--- src/rtl/spi_master_multi.sv ---
// spi_master_multi: SPI master, 4 CKP/CPH modes, SCK divider, NUM_CS selects.
// Ports: clk, reset (sync, high); start_stb/tx_data/cs_sel/CKP/CPH latched on start;
// MISO in; MOSI/SCK/CS serial side; rx_data, busy, done status.
// Option macro SPI_LSB_FIRST_EN adds input lsb_first (1 = LSB first).
module spi_master_multi #(
  parameter int DATA_WIDTH = 8,
  parameter int CLK_DIV    = 2,
  parameter int NUM_CS     = 2,
  localparam int CSW = (NUM_CS > 1) ? $clog2(NUM_CS) : 1
) (
  input  logic                  clk,
  input  logic                  reset,
  input  logic                  start_stb,
  input  logic [DATA_WIDTH-1:0] tx_data,
  input  logic [CSW-1:0]        cs_sel,
  input  logic                  CKP,
  input  logic                  CPH,
`ifdef SPI_LSB_FIRST_EN
  input  logic                  lsb_first,
`endif
  input  logic                  MISO,
  output logic                  MOSI,
  output logic                  SCK,
  output logic [NUM_CS-1:0]     CS,
  output logic [DATA_WIDTH-1:0] rx_data,
  output logic                  busy,
  output logic                  done
);

  localparam int CW  = $clog2(CLK_DIV) + 1;
  localparam int HPW = $clog2(2 * DATA_WIDTH);

  typedef enum logic [2:0] {
    IDLE, SETUP, SHIFT, HOLD, DONE
  } state_e;

  state_e                state_q, state_d;
  logic [CW-1:0]         cnt_q, cnt_d;
  logic [HPW-1:0]        hp_q, hp_d;
  logic [DATA_WIDTH-1:0] tx_sr_q, rx_sr_q, rx_q;
  logic [NUM_CS-1:0]     cs_q, cs_dec;
  logic                  mosi_q, sck_q;
  logic                  cph_q, lsb_q, lsb_in;
  logic                  last, accept, tick;
  logic                  lead, smp, drv;

`ifdef SPI_LSB_FIRST_EN
  assign lsb_in = lsb_first;
`else
  assign lsb_in = 1'b0;
`endif

  function automatic logic first_bit(
    input logic [DATA_WIDTH-1:0] w,
    input logic                  lsb
  );
    return lsb ? w[0] : w[DATA_WIDTH-1];
  endfunction

  function automatic logic [DATA_WIDTH-1:0] shift_out(
    input logic [DATA_WIDTH-1:0] w,
    input logic                  lsb
  );
    return lsb ? (w >> 1) : (w << 1);
  endfunction

  // Out-of-range selects match no line, so CS stays all high.
  always_comb begin
    cs_dec = '1;
    for (int i = 0; i < NUM_CS; i++) begin
      if (cs_sel == CSW'(i)) cs_dec[i] = 1'b0;
    end
  end

  assign last = (cnt_q == CW'(CLK_DIV - 1));

  always_comb begin
    state_d = state_q;
    cnt_d   = cnt_q;
    hp_d    = hp_q;
    accept  = 1'b0;
    tick    = 1'b0;
    unique case (state_q)
      IDLE: begin
        if (start_stb) begin
          accept  = 1'b1;
          cnt_d   = '0;
          state_d = SETUP;
        end
      end
      SETUP: begin
        cnt_d = last ? '0 : cnt_q + 1'b1;
        if (last) begin
          hp_d    = '0;
          tick    = 1'b1;
          state_d = SHIFT;
        end
      end
      SHIFT: begin
        cnt_d = last ? '0 : cnt_q + 1'b1;
        if (last) begin
          if (hp_q == HPW'(2 * DATA_WIDTH - 1)) begin
            state_d = HOLD;
          end else begin
            hp_d = hp_q + 1'b1;
            tick = 1'b1;
          end
        end
      end
      HOLD: begin
        cnt_d = last ? '0 : cnt_q + 1'b1;
        if (last) state_d = DONE;
      end
      DONE:    state_d = IDLE;
      default: state_d = IDLE;
    endcase
  end

  // Toggle into an even half-period index is a leading edge.
  assign lead = (state_q == SETUP) | hp_q[0];
  assign smp  = tick & (lead ^ cph_q);
  assign drv  = tick & ~(lead ^ cph_q);

  always_ff @(posedge clk) begin
    if (reset) begin
      state_q <= IDLE;
      cnt_q   <= '0;
      hp_q    <= '0;
      tx_sr_q <= '0;
      rx_sr_q <= '0;
      rx_q    <= '0;
      cs_q    <= '1;
      mosi_q  <= 1'b0;
      sck_q   <= 1'b0;
      cph_q   <= 1'b0;
      lsb_q   <= 1'b0;
    end else begin
      state_q <= state_d;
      cnt_q   <= cnt_d;
      hp_q    <= hp_d;
      if (state_q == IDLE) sck_q <= CKP;
      if (tick) sck_q <= ~sck_q;
      if (accept) begin
        cph_q <= CPH;
        lsb_q <= lsb_in;
        cs_q  <= cs_dec;
        // CPH=0 presents the first bit during SETUP.
        if (CPH) begin
          tx_sr_q <= tx_data;
        end else begin
          tx_sr_q <= shift_out(tx_data, lsb_in);
          mosi_q  <= first_bit(tx_data, lsb_in);
        end
      end
      if (drv) begin
        mosi_q  <= first_bit(tx_sr_q, lsb_q);
        tx_sr_q <= shift_out(tx_sr_q, lsb_q);
      end
      if (smp) begin
        rx_sr_q <= lsb_q ? {MISO, rx_sr_q[DATA_WIDTH-1:1]}
                         : {rx_sr_q[DATA_WIDTH-2:0], MISO};
      end
      if (state_q == HOLD && state_d == DONE) begin
        cs_q <= '1;
        rx_q <= rx_sr_q;
      end
    end
  end

  assign MOSI    = mosi_q;
  assign SCK     = sck_q;
  assign CS      = cs_q;
  assign rx_data = rx_q;
  assign busy    = (state_q != IDLE);
  assign done    = (state_q == DONE);

endmodule

--- config.mk ---
export PLATFORM = sky130hd
export DESIGN_NAME = spi_master_multi
export DESIGN_NICKNAME = d
export VERILOG_FILES = /design/src/rtl/spi_master_multi.sv
export SDC_FILE = /design/constraint.sdc
export NUM_CORES = 1
export LEC_CHECK = 0
export BUFFER_PORTS_ARGS = -buffer_cell sky130_fd_sc_hd__buf_2
export CAP_MARGIN = 20
export CORE_ASPECT_RATIO = 1.4
export CORE_MARGIN = 3
export CORE_UTILIZATION = 55
export DETAILED_ROUTE_END_ITERATION = 6
export PLACE_DENSITY_LB_ADDON = 0.08
export SLEW_MARGIN = 15
export SYNTH_ARGS = -nofsm -noshare
export SYNTH_HDL_FRONTEND = slang
export SYNTH_SLANG_ARGS = --single-unit
--- constraint.sdc ---
create_clock -name clk -period 1.9 [get_ports clk]
set_input_delay 0 -clock clk [delete_from_list [all_inputs] [get_ports clk]]
set_output_delay 0 -clock clk [all_outputs]
set_load 0.02 [all_outputs]
=== After elaboration in Yosys (flattened, before gate mapping) ===
Index checks and enable logic that the tools add are counted.

* Eq/ne operators: 12
* Reduce and logical (&&, ||, !) cells: 12
* Add/sub/neg operators: 2
* Bitwise gates (word level): 6
* Muxes and demuxes: 29

{| class="wikitable"
|+ Operator list
! kind !! number
|-
| 8-bit 2-to-1 mux || 3
|-
| 3-bit 2-to-1 mux || 5
|-
| 1-bit 2-to-1 mux || 12
|-
| 4-bit 2-to-1 mux || 3
|-
| 3-bit case mux with 4 select lines || 1
|-
| 2-bit inequality test (second input constant) || 4
|-
| 4-bit case mux with 2 select lines || 1
|-
| 2-bit nonzero test || 4
|-
| 3-bit by 2-bit == test with 1-bit output (second input constant) || 2
|-
| 3-bit == test (second input constant) || 2
|-
| 4-bit by 1-bit adder with 4-bit output (second input constant) || 1
|-
| 4-bit == test (second input constant) || 1
|-
| 2-bit 2-to-1 mux || 2
|-
| 2-bit case mux with 2 select lines || 1
|-
| 2-bit AND reduction || 2
|-
| 4-bit AND reduction || 1
|-
| 3-bit by 1-bit == test with 1-bit output (second input constant) || 1
|-
| 3-bit zero test || 1
|-
| 3-bit nonzero test || 1
|-
| 3-bit OR reduction || 1
|-
| 2-bit by 1-bit adder with 2-bit output (second input constant) || 1
|-
| 1-bit AND || 2
|-
| 2-bit by 1-bit == test with 1-bit output (second input constant) || 1
|-
| 2-bit by 1-bit inequality test with 1-bit output (second input constant) || 1
|-
| other kinds (6) || 7
|}

* Word-level logic and storage cells: 71
* Output and inout port bits: 14
* Register bits: 38

=== Depth between registers and ports, before layout ===
* Depth in word-level cells: 7
* Depth in mapped cells: 7

=== Worst setup path before layout ===
No wires, ideal clock.

* Path kind: register -> register
* From: register state_q[0]
* To: register mosi_q (netlist: MOSI)
* Data arrival time: 1.391 ns
* Cell stages (with the launch flop): 6
* Path slack: 0.378 ns
* Path through: dfxtp_1 -> buf_6 -> or4b_4 -> o21a_1 -> a221oi_2 -> nor3_1

* Cells in the longest elaborated chain, start to end: 7

{| class="wikitable"
|+ RTL lines
! element !! RTL line !! RTL
|-
| start: declaration || 37 || <nowiki>state_e state_q, state_d;</nowiki>
|-
| start signal: assignment || 138 || <nowiki>state_q <= state_d;</nowiki>
|-
| 3-bit by 1-bit == test with 1-bit output || 83, 120 ||
|-
| 1-bit bitwise OR || 120 || <nowiki>assign lead = (state_q == SETUP) | hp_q[0];</nowiki>
|-
| 1-bit XOR || 122 || <nowiki>assign drv = tick & ~(lead ^ cph_q);</nowiki>
|-
| 1-bit NOT || 122 ||
|-
| 1-bit AND || 122 ||
|-
| 2-bit by 1-bit inequality test with 1-bit output (no line) or 2-bit nonzero test (tied branches) || - ||
|-
| 2-bit AND reduction (no line) || - ||
|-
| end signal: assignment || 152 || <nowiki>mosi_q <= first_bit(tx_data, lsb_in);</nowiki>
|-
| end signal: assignment || 156 || <nowiki>mosi_q <= first_bit(tx_sr_q, lsb_q);</nowiki>
|-
| end: declaration || 42 || <nowiki>logic mosi_q, sck_q;</nowiki>
|}

Parallel ways exist; a longest one is shown, timed or not.
A chain may end at the register's enable or synchronous reset.

=== Final worst setup path ===
* From: register state_q[1]
* To: register mosi_q (netlist: MOSI)

Same word-level chain as after synthesis.

==> Flow_metrics.wiki <==
{| class="wikitable"
! Metric !! Value
|-
| Run status || completed
|-
| Power density relative to cell area || 914 nW/um^2
|-
| Count of instances resized after the clock tree is built || 0
|-
| Syn. warnings || 0
|-
| # setup viols final || 0
|-
| Clock sinks || 38
|-
| Antenna violations before repair || 0
|-
| Number of buffer cells added on primary ports || 28
|-
| Routed wire length per instance || 14.0 microns
|-
| Initial standard-cell utilization of the core || 0.577
|-
| Final Wtd Congestion || about 0.74
|-
| Share of final-layout standard cells stronger than drive strength 1 || 0.225
|-
| Placed Cells || ~260
|-
| Number of CTS-inserted buffers || 5
|-
| Count of unique library cells instantiated by Yosys || 39
|-
| Minimum clock period after layout || 1670 ps
|-
| Clock group share of total power || 0.425
|-
| Design internal power || around 1.5 mW
|-
| Maximum number of buffers from clock root to sink || 2
|-
| Initial DRT Pass Iterations || 4
|-
| Highest clock frequency the design can meet || approximately 0.6 GHz
|-
| Vias || about 1,600
|-
| Number of cell rows || 24
|-
| Residual DRC count || 0
|-
| Total Negative Setup Slacks || 0 ps
|-
| Maximum vdd ir drop || about 0.76 mV
|-
| Residual antenna-violating net count after detailed routing || 0
|-
| Switching part of the total power || 0.234
|-
| Sort of element at the start of the critical path || register
|-
| Layout Cells excl Fill || 275
|-
| Vertical die dimension || between 70 and 80 microns
|-
| Detailed Place HPWL || 2680 microns
|-
| GRT Util Overall || 0.214
|-
| Clk Tree Root Cell || clkbuf_8
|-
| CP Capture Type || register
|-
| Data required, critical path || 2050 ps
|-
| Leading cell types by total area after synthesis || dfxtp_1 (42%), mux2i_1 (8.9%), nand3_1 (6.1%)
|-
| Hold Vio Cnt, Final || 0
|-
| Top-area cell type share of the netlist area || 0.422
|-
| Share of power burned in registers || 0.436
|-
| Highest net fanout along the worst path || 8
|-
| Avg Vias per Cell || approximately 5.8
|-
| Pins Over Slew Limit || 0
|-
| Number of global-route vias before repair || between 1,000 and 1,500
|-
| Critical path type || register to register
|-
| Post-synth top area cell || dfxtp_1
|-
| IO Pins || 29
|-
| Arrival time reported for the critical path endpoint || 1820 ps
|-
| Post-Synthesis Mean Instance Area || roughly 9 sq um
|-
| Final-layout fill cell count || between 200 and 300
|-
| Die span in x || about 54 microns
|-
| Worst slew margin relative to its limit || 0.592
|-
| Number of nets produced by synthesis || 220
|-
| Detailed Route Iter0 Violations || 65
|-
| Antenna Cells || 0
|-
| Gate power share || 0.139
|-
| Netlist Area Pre-Place || around 1800 sq um
|-
| Net switching power || between 400 and 500 uW
|-
| Remaining Overflow, GRT || 0
|-
| Largest net degree at the start of global routing || 37
|-
| Cell count after synthesis || between 200 and 250
|-
| Max H-tree Level || 2
|-
| Clock slew at the register clock pins of the worst setup and hold paths || roughly 70 ps
|-
| Setup Skew || 3.72 ps
|-
| Period utilization || 0.877
|-
| Post-synthesis sequential area ratio || 0.422
|-
| Number of setup buffers added after CTS || 0
|-
| Number of maximum-capacitance violations || 0
|-
| Worst skew pair latency || roughly 290 ps
|-
| Hold WS || roughly 36 ps
|-
| Transition at the pin with the smallest max-transition slack || a little over 600 ps
|-
| Floorplan Core Area || 3120 sq um
|-
| Cell area reported after detailed placement || slightly below 2000 sq um
|-
| Total wirelength of the detailed-routed design || just under 4000 microns
|-
| Floorplan die area || about 4000 sq um
|-
| Register bit count reported by yosys || 38
|-
| TritonCTS clock tree || done
|-
| Type of the tightest min-delay check || primary input to register
|-
| Number of nets in the layout || 251
|-
| Leakage || around 0.85 nW
|-
| Wire length of the first global-routing pass || approximately 6300 microns
|-
| Post-route cell area || about 2100 sq um
|-
| Unrepaired setup endpoints after global routing || no
|-
| Final total power || a little under 2 mW
|-
| Relative area change from synthesis to final layout || 19.2%
|}
==> sequential cells by signal (all words and copies together) (netlist names), 2 cells and up <==
name	count
CS	2
cnt_q	2
hp_q	4
rx_data	8
rx_sr_q	8
state_q	3
tx_sr_q	8
==> cells in the mapped netlist <==
cell type and count:
o31ai_1 1, or3_1 2, clkbuf_1 4, mux2i_1 16, o21ai_1 12, nor2_1 17, buf_6 2, o211ai_2 1
and3_1 1, nor3b_1 4, a211o_1 1, a221oi_2 1, ha_1 1, o211a_2 1, nor3_1 5, o221ai_1 6
a31o_2 1, dfxtp_1 38, nor3b_2 1, nand4b_1 2, a31oi_1 1, inv_1 1, nand4_1 1, nand3_1 22
nand2_1 15, or2_2 1, nand3b_1 2, o21a_1 1, nor2b_1 2, or4b_4 1, nand2b_1 2, buf_4 3
and2_1 1, nand4bb_1 1, a21oi_1 20, nor4b_4 1, buf_2 7, xor2_1 4, o21ai_0 1
==> repair_timing <==
action,4_1_cts,5_1_grt
setup endpoints to repair,0,0
hold endpoints to repair,3,0
hold buffers,3,0
==> metrics by stage <==
| stage | util | setup slack [ps] |
|---|---|---|
| final | 0.688 | 234 |
| after global routing | 0.688 | 119 |
| after CTS | 0.688 | 231 |
| after detailed placement | 0.633 | 254 |
| after global placement | 0.633 | 273 |
| after floorplan | - | 378 |
==> cell usage in the layout, fill, tap and decap left out, types with 2 or more instances in the layout <==
cell type / count
nand2b_1: 2
mux2i_1: 16
nand3_1: 22
nand2_1: 15
dlygate4sd3_1: 3
clkbuf_8: 6
nand4b_1: 2
o21ai_1: 12
xor2_1: 4
buf_4: 8
nor3_1: 5
o221ai_1: 6
nor2_1: 17
bufinv_16: 2
or3_1: 2
nand3b_1: 2
dfxtp_1: 38
a21oi_1: 20
buf_2: 28
nor3b_1: 4
nor2b_1: 2
==> final timing paths <==
check / from / to / slack [ps] / cells after the start
min: tx_data[0] / tx_sr_q[0]$_SDFFE_PP0P_ / 40 / 3
max reg2reg: state_q[1]$_SDFF_PP0_ / MOSI$_SDFFE_PP0P_ / 230 / 5
min reg2reg: tx_sr_q[3]$_SDFFE_PP0P_ / tx_sr_q[4]$_SDFFE_PP0P_ / 480 / 2
max: state_q[1]$_SDFF_PP0_ / MOSI$_SDFFE_PP0P_ / 230 / 5
==> power by group through the flow <==
stage / Combinational, mW / Sequential [mW] / Clock [mW]
global placement: 0.261 / 0.872 / 0
global route: 0.303 / 0.859 / 0.885
CTS: 0.274 / 0.855 / 0.856
floorplan: 0.196 / 0.874 / 0
finish: 0.273 / 0.856 / 0.836
detailed placement: 0.267 / 0.873 / 0
==> worst max-delay path: stages, from the launching register on <==
cell and delay, ps:
dfxtp_1 390, buf_4 190, or4b_4 520, o21a_1 200, a221oi_2 160, nor3_1 70
==> kinds of logic after synthesis <==
kind of cell,Yosys count,synth area share
and+or+nand+nor,81,0.245
AOI/OAI and AO/OA,47,0.163
DFF,38,0.422
buffers and inverters,17,0.0548
muxes,16,0.0888
xor gates and xnor gates,4,0.0194
adders and majority gates,1,0.00694
==> final cells by class <==
class | instances | area (sq um) | area share
multi-input cells | 149 | 943 | 0.439
flip-flops and latches | 38 | 761 | 0.354
repair buffers | 40 | 250 | 0.116
clock buffers | 6 | 82.6 | 0.0384
clock inverters | 2 | 60.1 | 0.0279
well taps | 39 | 48.8 | 0.0227
inverters | 1 | 3.75 | 0.00175
==> layer usage <==
layer / part of all wire / routed length [microns] / up-vias / global-route usage
met5: 0 / 0 / - / 0
met4: 0.017 / 65 / 0 / 0.0942
met3: 0.045 / 175 / 7 / 0.0629
met2: 0.52 / 2010 / 43 / 0.372
met1: 0.42 / 1600 / 730 / 0.231
li1: - / - / 803 / -
No activity file was read; power rests on OpenSTA's default activity.
